### src/rtl/pipe_pkg.sv
// -----------------------------------------------------------------------------
// pipe_pkg -- shared pipeline definitions
//
// Contents:
//   * Opcode constants ADD..JLR held in IR[15:12], and the NOP word 16'hF000.
//   * pc_mux_select redirect codes (pcsel_e).
//   * LM/SM sequencer state encoding (lmsm_state_e).
//   * Per-opcode source-field table (src_fields): which of RA (IR[11:9]) and
//     RB (IR[8:6]) an instruction reads as a register operand.
//   * redirect_flush: maps a redirect code to the pipeline stages it kills.
// -----------------------------------------------------------------------------
package pipe_pkg;

    localparam logic [3:0] OP_ADD = 4'h0;
    localparam logic [3:0] OP_ADI = 4'h1;
    localparam logic [3:0] OP_NDU = 4'h2;
    localparam logic [3:0] OP_LHI = 4'h3;
    localparam logic [3:0] OP_LW  = 4'h4;
    localparam logic [3:0] OP_SW  = 4'h5;
    localparam logic [3:0] OP_LM  = 4'h6;
    localparam logic [3:0] OP_SM  = 4'h7;
    localparam logic [3:0] OP_JAL = 4'h8;
    localparam logic [3:0] OP_JLR = 4'h9;
    localparam logic [3:0] OP_BEQ = 4'hC;
    localparam logic [3:0] OP_NOP = 4'hF;

    localparam logic [15:0] NOP_IR = 16'hF000;

    // Source of the next PC; anything other than NONE (and the unused 7)
    // is a taken redirect that kills younger instructions.
    typedef enum logic [2:0] {
        PCSEL_NONE = 3'd0,  // sequential fetch
        PCSEL_RB   = 3'd1,  // register target, resolved in pr3
        PCSEL_C    = 3'd2,  // PC written back, resolved in pr5
        PCSEL_M    = 3'd3,  // JAL target, resolved in pr2
        PCSEL_ONE  = 3'd4,  // branch target, resolved in pr3
        PCSEL_H    = 3'd5,  // alternate target, resolved in pr2
        PCSEL_A    = 3'd6   // ALU target, resolved in pr4
    } pcsel_e;

    typedef enum logic {
        ST_IDLE = 1'b0,
        ST_SEQ  = 1'b1
    } lmsm_state_e;

    typedef struct packed {
        logic ra;   // reads IR[11:9]
        logic rb;   // reads IR[8:6]
    } src_use_t;

    // Register operands read by each opcode.
    function automatic src_use_t src_fields(input logic [3:0] op);
        src_use_t s;
        s = '{ra: 1'b0, rb: 1'b0};
        case (op)
            OP_ADD, OP_NDU, OP_SW, OP_BEQ: s = '{ra: 1'b1, rb: 1'b1};
            OP_ADI, OP_LM, OP_SM:          s = '{ra: 1'b1, rb: 1'b0};
            OP_LW, OP_JLR:                 s = '{ra: 1'b0, rb: 1'b1};
            default:                       s = '{ra: 1'b0, rb: 1'b0};
        endcase
        return s;
    endfunction

    // Stages to flush for a redirect, returned as {pr4, pr3, pr2, pr1}.
    // The later the redirect resolves, the more younger stages it kills.
    function automatic logic [3:0] redirect_flush(input logic [2:0] sel);
        logic [3:0] f;
        case (sel)
            PCSEL_M, PCSEL_H:    f = 4'b0001;
            PCSEL_RB, PCSEL_ONE: f = 4'b0011;
            PCSEL_A:             f = 4'b0111;
            PCSEL_C:             f = 4'b1111;
            default:             f = 4'b0000;
        endcase
        return f;
    endfunction

endpackage

### src/rtl/hazard_flush_ctrl_lsb_pick8.sv
// -----------------------------------------------------------------------------
// lsb_pick8 -- lowest-set-bit index encoder, 8 bits in, 3-bit index out.
//
// Ports:
//   in_i  [7:0]  input vector
//   idx_o [2:0]  index of the lowest set bit of in_i; 0 when in_i is 0
// -----------------------------------------------------------------------------
module lsb_pick8 (
    input  logic [7:0] in_i,
    output logic [2:0] idx_o
);

    // Scan from the top down so the last match written is the lowest bit.
    always_comb begin
        idx_o = 3'd0;
        for (int i = 7; i >= 0; i--) begin
            if (in_i[i]) idx_o = 3'(i);
        end
    end

endmodule

### src/rtl/hazard_flush_ctrl.sv
// -----------------------------------------------------------------------------
// hazard_flush_ctrl -- pipeline stall / flush controller
//
// Generates the PC and pipeline-register write enables and per-stage flushes
// for a 16-bit in-order pipeline:
//   * control-transfer redirects flush younger stages (highest priority),
//   * LM/SM multi-register transfers are expanded into one register per cycle
//     by an IDLE/SEQ sequencer that walks the 8-bit register list,
//   * load-use hazards insert a one-cycle bubble (compile option).
//
// Ports:
//   clk            clock, all state on posedge
//   reset          synchronous, active-high
//   pr1_IR, pr2_IR instruction words in pipeline registers 1 and 2
//   pc_mux_select  redirect source code (pipe_pkg::pcsel_e)
//   PCWrite        PC write enable
//   pr1_write      pipeline register 1 load enable
//   pr2_write      pipeline register 2 load enable (always 1)
//   pr1..4_flush   load NOP into that stage at the next posedge
//   lm_sm_valid    a LM/SM transfer register is being issued this cycle
//   lm_sm_reg      index of that register
//
// Build option:
//   LOAD_USE_STALL_EN  when defined, a LW in pr2 whose destination is read by
//                      the instruction in pr1 stalls fetch for one cycle and
//                      bubbles pr2. When undefined, software schedules NOPs.
// -----------------------------------------------------------------------------
module hazard_flush_ctrl
    import pipe_pkg::*;
(
    input  logic        clk,
    input  logic        reset,
    input  logic [15:0] pr1_IR,
    input  logic [15:0] pr2_IR,
    input  logic [2:0]  pc_mux_select,
    output logic        PCWrite,
    output logic        pr1_write,
    output logic        pr2_write,
    output logic        pr1_flush,
    output logic        pr2_flush,
    output logic        pr3_flush,
    output logic        pr4_flush,
    output logic        lm_sm_valid,
    output logic [2:0]  lm_sm_reg
);

    lmsm_state_e state_q, state_d;
    logic [7:0]  mask_q, mask_d;
    logic        stall_q, stall_d;

    logic [3:0]  op1;
    logic [3:0]  redir_flush;
    logic        redirect;
    logic        hazard;
    logic [2:0]  pick_idx;
    logic [7:0]  mask_rest;
    logic [3:0]  flush;

    assign op1         = pr1_IR[15:12];
    assign redir_flush = redirect_flush(pc_mux_select);
    // Every redirect kills pr1, so a pr1 flush means "redirect taken".
    assign redirect    = redir_flush[0];
    // Remaining list once the lowest register has been issued.
    assign mask_rest   = mask_q & (mask_q - 8'd1);

    lsb_pick8 u_pick (
        .in_i  (mask_q),
        .idx_o (pick_idx)
    );

`ifdef LOAD_USE_STALL_EN
    src_use_t src1;
    logic     unused_ir;

    always_comb src1 = src_fields(op1);

    assign hazard = (pr2_IR[15:12] == OP_LW) &&
                    ((src1.ra && (pr2_IR[11:9] == pr1_IR[11:9])) ||
                     (src1.rb && (pr2_IR[11:9] == pr1_IR[8:6])));
    assign unused_ir = ^pr2_IR[8:0];
`else
    logic unused_ir;

    assign hazard    = 1'b0;
    assign unused_ir = ^{pr2_IR, pr1_IR[11:8]};
`endif

    always_comb begin
        state_d     = state_q;
        mask_d      = mask_q;
        stall_d     = 1'b0;
        PCWrite     = 1'b1;
        pr1_write   = 1'b1;
        pr2_write   = 1'b1;
        flush       = redir_flush;
        lm_sm_valid = 1'b0;
        lm_sm_reg   = 3'd0;

        if (reset) begin
            // Hold the whole pipe at NOP while in reset.
            flush   = 4'b1111;
            state_d = ST_IDLE;
            mask_d  = 8'd0;
        end else if (redirect) begin
            // Redirect wins: PC keeps loading the target, any sequence dies.
            state_d = ST_IDLE;
            mask_d  = 8'd0;
        end else if (state_q == ST_SEQ) begin
            lm_sm_valid = 1'b1;
            lm_sm_reg   = pick_idx;
            PCWrite     = 1'b0;
            pr1_write   = 1'b0;
            mask_d      = mask_rest;
            if (mask_rest == 8'd0) state_d = ST_IDLE;
        end else if (hazard && !stall_q) begin
            // One bubble only: stall_q blocks a repeat on the next cycle,
            // by which time the LW has moved past the consumer.
            PCWrite   = 1'b0;
            pr1_write = 1'b0;
            flush[1]  = 1'b1;
            stall_d   = 1'b1;
        end else if (((op1 == OP_LM) || (op1 == OP_SM)) && (pr1_IR[7:0] != 8'd0)) begin
            // An empty list is a plain single-cycle instruction.
            state_d = ST_SEQ;
            mask_d  = pr1_IR[7:0];
        end
    end

    assign pr1_flush = flush[0];
    assign pr2_flush = flush[1];
    assign pr3_flush = flush[2];
    assign pr4_flush = flush[3];

    always_ff @(posedge clk) begin
        if (reset) begin
            state_q <= ST_IDLE;
            mask_q  <= 8'd0;
            stall_q <= 1'b0;
        end else begin
            state_q <= state_d;
            mask_q  <= mask_d;
            stall_q <= stall_d;
        end
    end

endmodule

### config.mk
export PLATFORM = sky130hd
export DESIGN_NAME = hazard_flush_ctrl
export DESIGN_NICKNAME = d
export VERILOG_FILES = /design/src/rtl/pipe_pkg.sv /design/src/rtl/hazard_flush_ctrl_lsb_pick8.sv /design/src/rtl/hazard_flush_ctrl.sv
export SDC_FILE = /design/constraint.sdc
export NUM_CORES = 1
export LEC_CHECK = 0
export CORE_AREA = 2 2 55 57
export CTS_BUF_LIST = sky130_fd_sc_hd__clkbuf_8
export DETAILED_ROUTE_END_ITERATION = 10
export DIE_AREA = 0 0 57 59
export GPL_TIMING_DRIVEN = 0
export PLACE_DENSITY = 0.7
export RECOVER_POWER = 100
export SYNTH_ARGS = -nofsm -noshare
export SYNTH_HDL_FRONTEND = slang
export SYNTH_SLANG_ARGS = --single-unit
### constraint.sdc
create_clock -name clk -period 1.6 [get_ports clk]
set_clock_uncertainty 0.05 [all_clocks]
set_input_delay 0.32 -clock clk [delete_from_list [all_inputs] [get_ports clk]]
set_output_delay 0.32 -clock clk [all_outputs]
set_load 0.02 [all_outputs]
==> results.sh <==
export IMPL_p_clk_frac=0.429
export IMPL_cap_violations=0
export IMPL_synthCells=78
export IMPL_grt_pass1_wl_um=3190
export IMPL_first_iter_violations=3
export IMPL_p_int_mw=0.449
export IMPL_antenna_found_initial=0
export IMPL_yosysTopAreaCell="dfxtp_1"
export IMPL_ant_nets=0
export IMPL_grt_usage=0.122
export IMPL_leakage_nw=0.399
export IMPL_vias=716
export IMPL_crit_path_end_kind="output pin"
export IMPL_start_kind="input pin"
export IMPL_ys_seq_area_frac=0.296
export IMPL_clkLatencyLatePin_ps=230
export IMPL_min_period_ps=1980
export IMPL_critPathRequiredTime_ps=1230
export IMPL_final_max_slew_viol_count=0
export IMPL_syn_nets=115
export IMPL_cp_slowest_stage_delay_ps=370
export IMPL_crit_type="input pin to output pin"
export IMPL_worstPathCellList="buf_6 -> or3_4 -> a21o_1 -> or2_1 -> buf_6 -> a211oi_4 -> buf_6"
export IMPL_hold_violations=0
export IMPL_die_y_um=59
export IMPL_combPwrFrac=0.186
export IMPL_cts_sink_count=9
export IMPL_cts_root_buf="clkbuf_8"
export IMPL_swShare=0.251
export IMPL_yosysWarnings=0
export IMPL_ir_drop_uv=416
export IMPL_grt_max_degree=11
export IMPL_ioPinCount=48
export IMPL_ctsHoldBuffers=0
export IMPL_path_max_fanout=7
export IMPL_post_route_period_util=1.24
export IMPL_initial_core_util=0.225
export IMPL_hpwl_um=1330
export IMPL_avgRoutedWirePerCell_um=12.9
export IMPL_num_rows=19
export IMPL_synth_area_leaders="dfxtp_1, a21oi_1, nand2_1"
export IMPL_numCtsBuffers=3
export IMPL_hold_ws_ps=471
export IMPL_fillCellCount=302
export IMPL_status="complete, but fails checks"
export IMPL_dieArea_um2=3360
export IMPL_dpl_cell_count=134
export IMPL_cts_tree="built"
export IMPL_grt_pass1_vias=755
export IMPL_stdcell_count=147
export IMPL_htreeDepth=1
export IMPL_p_per_area_nw_per_um2=551
export IMPL_vias_per_cell=4.87
export IMPL_ys_seq_elements=9
export IMPL_cp_arrival_ps=1610
export IMPL_drt_total_wl_um=1890
export IMPL_async_flop_share=0
export IMPL_slowest_stage="or3_4"
export IMPL_synth_ff_type="dfxtp_1"
export IMPL_area_delta_synth_final_pct=78.4
export IMPL_synth_area_um2=609
export IMPL_gr_total_overflow=0
export IMPL_num_antenna_cells=0
export IMPL_core_um2=2710
export IMPL_power_switching_mw=0.150
export IMPL_timing_final_ws_setup_ps=-384
export IMPL_hp_class="input pin to register"
export IMPL_drc_errors=0
export IMPL_violations="setup timing"
export IMPL_synth_edf_count=0
export IMPL_ys_types=29
export IMPL_syn_area_per_cell_um2=7.81
export IMPL_clk_path_buf_depth=2
export IMPL_rsz0062_at_grt="true"
export IMPL_max_freq_mhz=504
export IMPL_nets=154
export IMPL_die_w_um=57
export IMPL_p_seq_frac=0.385
export IMPL_yosysTopAreaCellShare=0.296
export IMPL_drive_above_1_share=0.319
export IMPL_io_buffers=25
export IMPL_dp_slack_ps=-1260
export IMPL_crit_top_cell="buf_6"
export IMPL_finalSetupViolCount=7
export IMPL_clkTransAtPathRegs_ps=40
export IMPL_place_congestion=0.801
export IMPL_dr_pass1_iters=4
## final timing paths
kind	cells after the start	slack [ps]	endpoint	from
setup / recovery	7	-380	lm_sm_reg[0]	pc_mux_select[2]
hold / removal	3	470	mask_q[3]$_SDFFE_PP0P_	pr1_IR[3]
setup reg to reg	4	90	state_q$_SDFF_PP0_	mask_q[2]$_SDFFE_PP0P_
hold reg to reg	2	480	mask_q[6]$_SDFFE_PP0P_	mask_q[6]$_SDFFE_PP0P_
## metal layers
metal	vias to the layer above	global-route usage	wire length [um]
li1	362	-	-
met3	6	0.0240	105
met2	26	0.220	971
met1	322	0.136	761
met5	-	0	0
met4	0	0.0664	52
## logic make-up (layout without fill, tap and decap cells)
group	after synthesis	count (layout)	synth area share
compound gates	25	25	0.306
buf+inv	8	46	0.0636
flops	9	9	0.296
fa+ha+maj	2	2	0.0329
other cells	1	1	0.00615
simple gates	32	32	0.279
mux	1	1	0.0164
## synth_stat cells (all sizes together), types with 3 or more instances
cell type / n
dfxtp: 9
nand3: 3
or3: 4
nor2: 3
a21oi: 9
inv: 4
nor3: 3
o211ai: 4
nand2b: 3
nand2: 9
buf: 3
nor4: 5
## metrics by stage
stage | setup TNS (ps) | total power, mW | utilization | area, um2
floorplan | -1000 | 0.275 | - | 634
global placement | -13090 | 0.334 | 0.341 | 923
detailed placement | -13910 | 0.338 | 0.341 | 923
CTS | -2880 | 0.604 | 0.402 | 1090
global route | -2670 | 0.621 | 0.401 | 1090
finish | -2110 | 0.599 | 0.401 | 1090
## registers in the layout (all words and copies together) (netlist names)
name and cells:
mask_q 8, state_q 1
## cell usage in the layout, fill, tap and decap left out, types with 2 or more instances in the layout
cell              n
buf_6             9
dfxtp_1           7
a21oi_1           9
or3_1             3
dlygate4sd2_1     8
nand3_1           3
a21o_1            2
maj3_1            2
dfxtp_2           2
nor4_4            4
buf_4            11
clkbuf_1          2
nand2b_1          3
nor3_1            3
buf_2             2
nand2_1           9
nor2_1            2
o211ai_1          4
o21bai_1          2
clkdlybuf4s50_1   2
clkbuf_8          3
inv_1             5
## worst max-delay path: cells and delay by family
kind / cells / cell delay [ps]
buffers and inverters: 3 / 370
AOI/OAI and AO/OA: 2 / 330
and+or+nand+nor: 2 / 590
## timing repair
| item | 4_1_cts | 5_1_grt |
|---|---|---|
| endpoints found under the setup margin | 19 | 12 |
| gates resized for setup | 79 | 10 |
| pin swaps | 10 | 4 |
| gates cloned | 0 | 0 |
| buffers inserted | 9 | 0 |
## layout make-up
type	instances	area [um2]	share of cell area
clock buffers	3	41.3	0.0380
flip-flops and latches	9	183	0.168
inverters	4	15.0	0.0138
multi-input cells	61	477	0.438
clock inverters	1	3.75	0.00345
plain buffers	4	31.3	0.0288
well taps	31	38.8	0.0357
repair buffers	34	298	0.274
## power by group through the flow
stage / clock, mW / sequential (mW) / combinational [mW]
finish: 0.257 / 0.230 / 0.111
floorplan: 0 / 0.233 / 0.0424
global placement: 0 / 0.234 / 0.101
global route: 0.270 / 0.231 / 0.120
detailed placement: 0 / 0.234 / 0.104
CTS: 0.261 / 0.230 / 0.112
Power figures use the tool's default switching activity.
